File: config.mk
export PLATFORM = sky130hd
export DESIGN_NAME = serial_word_tx_flat
export DESIGN_NICKNAME = d
export VERILOG_FILES = /design/src/rtl/serial_word_tx_if.sv /design/src/rtl/serial_word_tx.sv /design/src/flat_wrapper.sv
export SDC_FILE = /design/constraint.sdc
export NUM_CORES = 1
export LEC_CHECK = 0
export CAP_MARGIN = 30
export CORE_UTILIZATION = 40
export CTS_BUF_LIST = sky130_fd_sc_hd__clkbuf_4 sky130_fd_sc_hd__clkbuf_8
export DETAILED_ROUTE_END_ITERATION = 12
export PLACE_DENSITY = 0.62
export SYNTH_ARGS = -nofsm -noshare
export SYNTH_HDL_FRONTEND = slang
export SYNTH_SLANG_ARGS = --single-unit
File: constraint.sdc
create_clock -name clk -period 2.23 [get_ports clk]
set_clock_uncertainty 0.05 [all_clocks]
set_input_delay 0.3345 -clock clk [delete_from_list [all_inputs] [get_ports clk]]
set_output_delay 0.3345 -clock clk [all_outputs]
set_load 0.05 [all_outputs]
File: src/rtl/serial_word_tx_if.sv
// Handshake and serial-side signals of the word transmitter.
// master drives the word and controls; slave is the transmitter itself.
interface serial_word_tx_if #(
  parameter int WIDTH = 4
);
  logic [WIDTH-1:0] d;
  logic             l;
  logic             dir;
  logic             a;
  logic             so;
  logic             se;
  logic             busy;
  logic             done;

  modport master (output d, l, dir, a, input so, se, busy, done);
  modport slave  (input d, l, dir, a, output so, se, busy, done);
endinterface

File: src/rtl/serial_word_tx.sv
// Parallel-to-serial word transmitter: shifts a latched word out MSB- or LSB-first,
// one bit per DIV-cycle period, with a shift strobe on the last cycle of each period.
module serial_word_tx #(
  parameter int WIDTH = 4,
  parameter int DIV   = 1
) (
  input  logic           clk,
  input  logic           rst,
  serial_word_tx_if.slave bus
);
  localparam int BCW = $clog2(WIDTH + 1);
  localparam int DCW = (DIV > 1) ? $clog2(DIV) : 1;
  localparam logic [BCW-1:0] BIT_LAST = BCW'(WIDTH - 1);
  localparam logic [DCW-1:0] DIV_LAST = DCW'(DIV - 1);
  localparam logic           SE_EVERY = (DIV == 1);

  localparam logic [1:0] ST_IDLE  = 2'd0;
  localparam logic [1:0] ST_SHIFT = 2'd1;
  localparam logic [1:0] ST_DONE  = 2'd2;

  logic [1:0]       state_reg;
  logic [WIDTH-1:0] shreg_reg;
  logic [WIDTH-1:0] shifted;
  logic [BCW-1:0]   bitcnt_reg;
  logic [DCW-1:0]   divcnt_reg;
  logic             dir_reg;
  logic             so_reg;
  logic             se_reg;
  logic             busy_reg;
  logic             done_reg;
  logic             next_bit;

  // Register moved one place toward the output end; the vacated bit fills with 0.
  genvar gi;
  generate
    for (gi = 0; gi < WIDTH; gi++) begin : g_shift
      if (gi == 0) begin : g_lo
        assign shifted[gi] = dir_reg ? shreg_reg[1] : 1'b0;
      end else if (gi == WIDTH - 1) begin : g_hi
        assign shifted[gi] = dir_reg ? 1'b0 : shreg_reg[gi-1];
      end else begin : g_mid
        assign shifted[gi] = dir_reg ? shreg_reg[gi+1] : shreg_reg[gi-1];
      end
    end
  endgenerate

  assign next_bit = dir_reg ? shifted[0] : shifted[WIDTH-1];

  always_ff @(posedge clk or posedge rst) begin
    if (rst) begin
      state_reg  <= ST_IDLE;
      shreg_reg  <= '0;
      bitcnt_reg <= '0;
      divcnt_reg <= '0;
      dir_reg    <= 1'b0;
      so_reg     <= 1'b0;
      se_reg     <= 1'b0;
      busy_reg   <= 1'b0;
      done_reg   <= 1'b0;
    end else begin
      case (state_reg)
        ST_IDLE: begin
          if (bus.l && !bus.a) begin
            state_reg  <= ST_SHIFT;
            shreg_reg  <= bus.d;
            dir_reg    <= bus.dir;
            bitcnt_reg <= '0;
            divcnt_reg <= '0;
            busy_reg   <= 1'b1;
            so_reg     <= bus.dir ? bus.d[0] : bus.d[WIDTH-1];
            se_reg     <= SE_EVERY;
          end
        end
        ST_SHIFT: begin
          if (bus.a) begin
            state_reg <= ST_IDLE;
            so_reg    <= 1'b0;
            se_reg    <= 1'b0;
            busy_reg  <= 1'b0;
            done_reg  <= 1'b0;
          end else if (se_reg) begin
            // se_reg high means this cycle closes a bit period: the receiver shifts now.
            shreg_reg  <= shifted;
            bitcnt_reg <= bitcnt_reg + BCW'(1);
            divcnt_reg <= '0;
            if (bitcnt_reg == BIT_LAST) begin
              state_reg <= ST_DONE;
              done_reg  <= 1'b1;
              so_reg    <= 1'b0;
              se_reg    <= 1'b0;
            end else begin
              so_reg <= next_bit;
              se_reg <= SE_EVERY;
            end
          end else begin
            divcnt_reg <= divcnt_reg + DCW'(1);
            se_reg     <= ((divcnt_reg + DCW'(1)) == DIV_LAST);
          end
        end
        ST_DONE: begin
          state_reg <= ST_IDLE;
          so_reg    <= 1'b0;
          se_reg    <= 1'b0;
          busy_reg  <= 1'b0;
          done_reg  <= 1'b0;
        end
        default: begin
          state_reg <= ST_IDLE;
          so_reg    <= 1'b0;
          se_reg    <= 1'b0;
          busy_reg  <= 1'b0;
          done_reg  <= 1'b0;
        end
      endcase
    end
  end

  assign bus.so   = so_reg;
  assign bus.se   = se_reg;
  assign bus.busy = busy_reg;
  assign bus.done = done_reg;
endmodule

File: src/flat_wrapper.sv
// flat-port wrapper written by rule: the top's interface ports become plain ports
module serial_word_tx_flat 
#(
  parameter int WIDTH = 4,
  parameter int DIV   = 1
)
  (clk, rst, bus_d, bus_l, bus_dir, bus_a, bus_so, bus_se, bus_busy, bus_done);
  serial_word_tx_if #(.WIDTH(WIDTH)) bus_i ();
  input  logic clk;
  input  logic rst;
  input wire logic [$bits(bus_i.d)-1:0] bus_d;
  input wire logic [$bits(bus_i.l)-1:0] bus_l;
  input wire logic [$bits(bus_i.dir)-1:0] bus_dir;
  input wire logic [$bits(bus_i.a)-1:0] bus_a;
  output wire logic [$bits(bus_i.so)-1:0] bus_so;
  output wire logic [$bits(bus_i.se)-1:0] bus_se;
  output wire logic [$bits(bus_i.busy)-1:0] bus_busy;
  output wire logic [$bits(bus_i.done)-1:0] bus_done;
  assign bus_i.d = bus_d;
  assign bus_i.l = bus_l;
  assign bus_i.dir = bus_dir;
  assign bus_i.a = bus_a;
  assign bus_so = bus_i.so;
  assign bus_se = bus_i.se;
  assign bus_busy = bus_i.busy;
  assign bus_done = bus_i.done;
  serial_word_tx #(.WIDTH(WIDTH), .DIV(DIV)) u_core (.clk(clk), .rst(rst), .bus(bus_i));
endmodule
### After elaboration in Yosys (flattened, before gate mapping)

Cells that the tools add are included.

| word-level totals | value |
|---|---|
| input bits | 9 |
| flip-flop bits (word level) | 15 |
| output and inout bits | 4 |

| cells by class | value |
|---|---|
| reduce and logical (&&, ||, !) cells | 11 |
| bitwise operators | 2 |
| multiplexer cells | 39 |
| $add $sub $neg | 2 |
| equality and inequality tests | 8 |

Operators with widths:

| kind | count |
|---|---|
| $mux 1 | 21 |
| $mux 4 | 3 |
| $pmux 1 s2 | 5 |
| $mux 3 | 3 |
| $reduce_and 3->1 | 3 |
| $mux 2 | 4 |
| $pmux 4 s2 | 1 |
| $ne 3x2->1 const B | 2 |
| $pmux 3 s2 | 1 |
| $reduce_and 2->1 | 3 |
| $ne 2x1->1 const B | 2 |
| $ne 2x2->1 const B | 2 |
| $pmux 2 s2 | 1 |
| $reduce_and 4->1 | 1 |
| $add 3x1->3 const B | 1 |
| $eq 3x2->1 const B | 1 |
| $eq 2x1->1 const B | 1 |
| $logic_not 2->1 | 1 |
| $not 1->1 | 2 |
| $reduce_bool 2->1 | 1 |
| $add 1x1->1 const B | 1 |
| $logic_and 1x1->1 | 1 |
| $logic_not 1->1 | 1 |

### Depth between registers and ports, before layout

Gate-level depths: netlist of run 1.

| logic depth | value |
|---|---|
| word-level depth | 6 |
| mapped depth | 5 |
| gate-level depth less buffers | 5 |

### Worst setup path before layout of run 1

Ideal clock, no wire load.

| timing path | value |
|---|---|
| path type | register -> register |
| from | register u_core.se_reg, in the netlist u_core.bus.se |
| to | register u_core.shreg_reg[0] |
| setup slack | 601 ps |
| path buffers | 0 |
| data required time | 2055 ps |
| data arrival time | 1454 ps |
| stages on the path, launching flop included | 4 |
| setup time | 125 ps |
| cell sequence | dfrtp_1 -> nand2_1 -> a21boi_4 -> mux2_2 |

| between the ends | value |
|---|---|
| cells in the longest elaborated chain, start to end | 2 |

Ends and longest elaborated chain:

| item | RTL line | RTL |
|---|---|---|
| start: declaration | serial_word_tx.sv:28 | `logic se_reg;` |
| start signal: assignment | serial_word_tx.sv:97 | `se_reg <= ((divcnt_reg + DCW'(1)) == DIV_LAST);` |
| $ne 2x1->1 (no line) | -- |  |
| $reduce_and 4->1 (no line) | -- |  |
| end signal: assignment | serial_word_tx.sv:65 | `shreg_reg <= bus.d;` |
| end signal: assignment | serial_word_tx.sv:83 | `shreg_reg <= shifted;` |
| end: declaration | serial_word_tx.sv:22 | `logic [WIDTH-1:0] shreg_reg;` |

Every way passes these cells.
A chain may end at the register's enable or synchronous reset.

### Worst setup path after layout of run 1

| timing path | value |
|---|---|
| from | register u_core.se_reg, in the netlist u_core.bus.se |
| to | output port bus_se |

RTL lines:

| item | RTL line | RTL |
|---|---|---|
| end: declaration | flat_wrapper.sv:16 | `output wire logic [$bits(bus_i.se)-1:0] bus_se;` |

No word-level cell between the ends.

==> results.ini, run 1 <==
[run_status]
outcome=finished clean

[floorplan]
die_area_sq_um=2290
die_height_microns=47.9
io_pins=13
initial_core_util=0.429
rows=16
die_w_microns=47.9
core_area_sq_um=1960

[placement]
placed_area_sq_um=1000
dp_hpwl_microns=1130
post-place-cells=115
gp_congestion=0.800
io_buffers=12

[synthesis]
ys.flop_type=dfrtp_1
ys_seq_area_frac=0.446
synth_edf_count=0
syn_inst=76
syn_nets=87
async_reset_ff_frac=1.00
yosys_warnings=0
syn_avg_cell_area_sq_um=11.1
synth-seq-cells=15
ys_types=28
syn-cell-area_sq_um=842

[worst_setup_path]
path_cells=clkdlybuf4s50_1
r2r_setup_slack_ns=0.52
critPathKind=reg -> out
crit_buf_inv=1
worst_ep_arrival_time_ns=1.60
worst_path_max_delay_cell=clkdlybuf4s50_1
start_kind=register
r2r-start=u_core.bitcnt_reg[0]
critPathMaxFanout=7
cp_top_family=buffers and inverters
max_stage_delay_ns=0.85
r2r_end=u_core.bus.so
worst_ep_required_time_ns=1.85
r2r_cells=4
cp-end-kind=primary output

[drt]
drc=0
drt-total-wl_microns=1450
vias=600
vias_per_cell=5.04
drtIter0Drc=8
drt-pass1-iter-count=3
postRouteAntennaNets=0
routedWlPerCell_microns=12.2

[clock_network]
numClockSinks=15
ctsHoldBuffers=0
cts.htree.levels=1
cts_tree=built
clkTransAtPathRegs_ns=0.09
numCtsBuffers=3
cts_resized=0
cts_root_buf=clkbuf_4
clk_latency_ns=0.29
post_cts_buffers=0
clock_path_buffers=2

[sta]
slew_headroom=0.623
finalCritPeriodShare=0.892
slew_violations=0
timing.final.crit_period_ns=1.99
finalSetupViolCount=0
fmax_ghz=0.503
hold_violations=0
rsz0062_at_grt=no
worstMarginPinSlew_ns=0.565
setup_tns_ns=0

[pwr]
p_total_mw=0.835
power_per_cell_area_nw_per_um2=811
vdd_drop_max_mv=0.505
power_leakage_nw=0.447

[finish]
fill_cells=191
antenna_cells=0
design_area_sq_um=1030
nets=104
largest_reg_flops=4
final_cells=119
areaGrowthSynthToFinish_pct=22.3
utilization=0.525
final_layout_size_suffix_gt1_frac=0.196

[global_routing]
grt.overflow.total=0
grt_max_degree=16
first_global_vias=579
antenna_found_initial=0
track_usage=0.160
grt_pass1_wl_microns=2470

[run]
drv_cap=0

[min_path]
holdCritPathClass=in -> async

how the worst max path moves through the flow:
stage / from / end / depth (start not counted)
CTS: u_core.bus.se / bus_se / 1
global route: u_core.bus.se / bus_se / 1
detailed placement: bus_a / u_core.shreg_reg[3] / 4
global placement: bus_a / u_core.shreg_reg[0] / 4
floorplan: u_core.bus.se / u_core.shreg_reg[0] / 3
finish: u_core.bus.se / bus_se / 1
power by group:
| group | leakage [nW] | switching (mW) | internal [mW] |
|---|---|---|---|
| sequential | 0.188 | 0.0542 | 0.337 |
| clock | 0.0177 | 0.0880 | 0.0668 |
| combinational | 0.241 | 0.143 | 0.147 |
| total | 0.447 | 0.285 | 0.551 |
cells in the mapped netlist (2+ instances only):
library cell | instances | area share
a21oi_1 | 2 | 0.012
clkbuf_1 | 2 | 0.0089
dfrtp_1 | 15 | 0.45
ha_1 | 2 | 0.030
inv_1 | 5 | 0.022
mux2_1 | 6 | 0.080
mux2_2 | 6 | 0.080
mux2i_1 | 4 | 0.048
nand2_1 | 5 | 0.022
nor2_1 | 4 | 0.018
nor2b_1 | 3 | 0.022
nor3_1 | 2 | 0.012
nor3b_1 | 3 | 0.027
o21ai_0 | 3 | 0.018
per-layer routing:
layer | GRT usage | vias to the layer above | wire, microns
li1 | - | 304 | -
met1 | 0.207 | 285 | 696
met2 | 0.251 | 9 | 684
met3 | 0.0679 | 2 | 57
met4 | 0.0333 | 0 | 9
met5 | 0 | - | 0
layout by cell type, fill, tap and decap left out:
| master | n |
|---|---|
| ha_1 | 2 |
| clkbuf_4 | 3 |
| a221oi_1 | 1 |
| a22o_1 | 1 |
| a21o_1 | 1 |
| o21ai_0 | 3 |
| a21oi_1 | 2 |
| o21ai_1 | 1 |
| nor3b_1 | 3 |
| clkdlybuf4s50_1 | 12 |
| a311oi_2 | 1 |
| or3_1 | 1 |
| mux2_2 | 6 |
| or4_4 | 1 |
| nor2_1 | 4 |
| nor3_1 | 2 |
| buf_4 | 4 |
| dfrtp_1 | 15 |
| nand3_1 | 1 |
| nand2b_4 | 1 |
| clkinv_2 | 1 |
| nor2b_1 | 3 |
| nand2_1 | 5 |
| a21boi_4 | 1 |
| mux2_1 | 6 |
| nand2b_1 | 1 |
| inv_1 | 5 |
| nand3b_1 | 1 |
| mux2i_1 | 4 |
through the flow:
step                hold slack [ns]  worst slack (ns)
floorplan                     0.186             0.601
global placement              0.421             0.328
detailed placement            0.433             0.335
CTS                           0.350             0.232
global route                  0.385             0.189
finish                        0.337             0.242
cell type report:
type	count	area, sq um	share of cell area
clock buffers	3	22.5	0.0219
well taps	27	33.8	0.0328
multi-input cells	52	424	0.412
flip-flops and latches	15	375	0.365
inverters	5	18.8	0.0182
repair buffers	16	150	0.146
clock inverters	1	5.00	0.00486
cells by family after synthesis:
logic type / synth area share
multiplexers: 0.208
AO/OA/AOI/OAI: 0.105
buffers and inverters: 0.0505
AND/OR/NAND/NOR: 0.160
adder cells (fa/ha/maj): 0.0297
flip-flops: 0.446
worst register-to-register path, stage by stage, from the launching register on:
cell      delay, ns
dfrtp_1        0.40
ha_1           0.21
ha_1           0.23
or4_4          0.54
a311oi_2       0.20
Power figures use the tool's default switching activity.
==> inputs of run 2 (changes only) <==
- MAX_ROUTING_LAYER: unset -> met4
==> results of run 2 <==
The final DEF is identical to that of run 1; final timing and power are the same.
Main changes from that run: final weighted congestion in routability-driven placement 0.800 -> 0.811; overall routing resource usage 0.160 -> 0.165
==> inputs of run 3 (changes only) <==
- SLEW_MARGIN: unset -> 40
==> results of run 3 <==
The final DEF is identical to that of run 1; final timing and power are the same.
Main changes from that run: final weighted congestion in routability-driven placement 0.800 -> 0.811; overall routing resource usage 0.160 -> 0.165
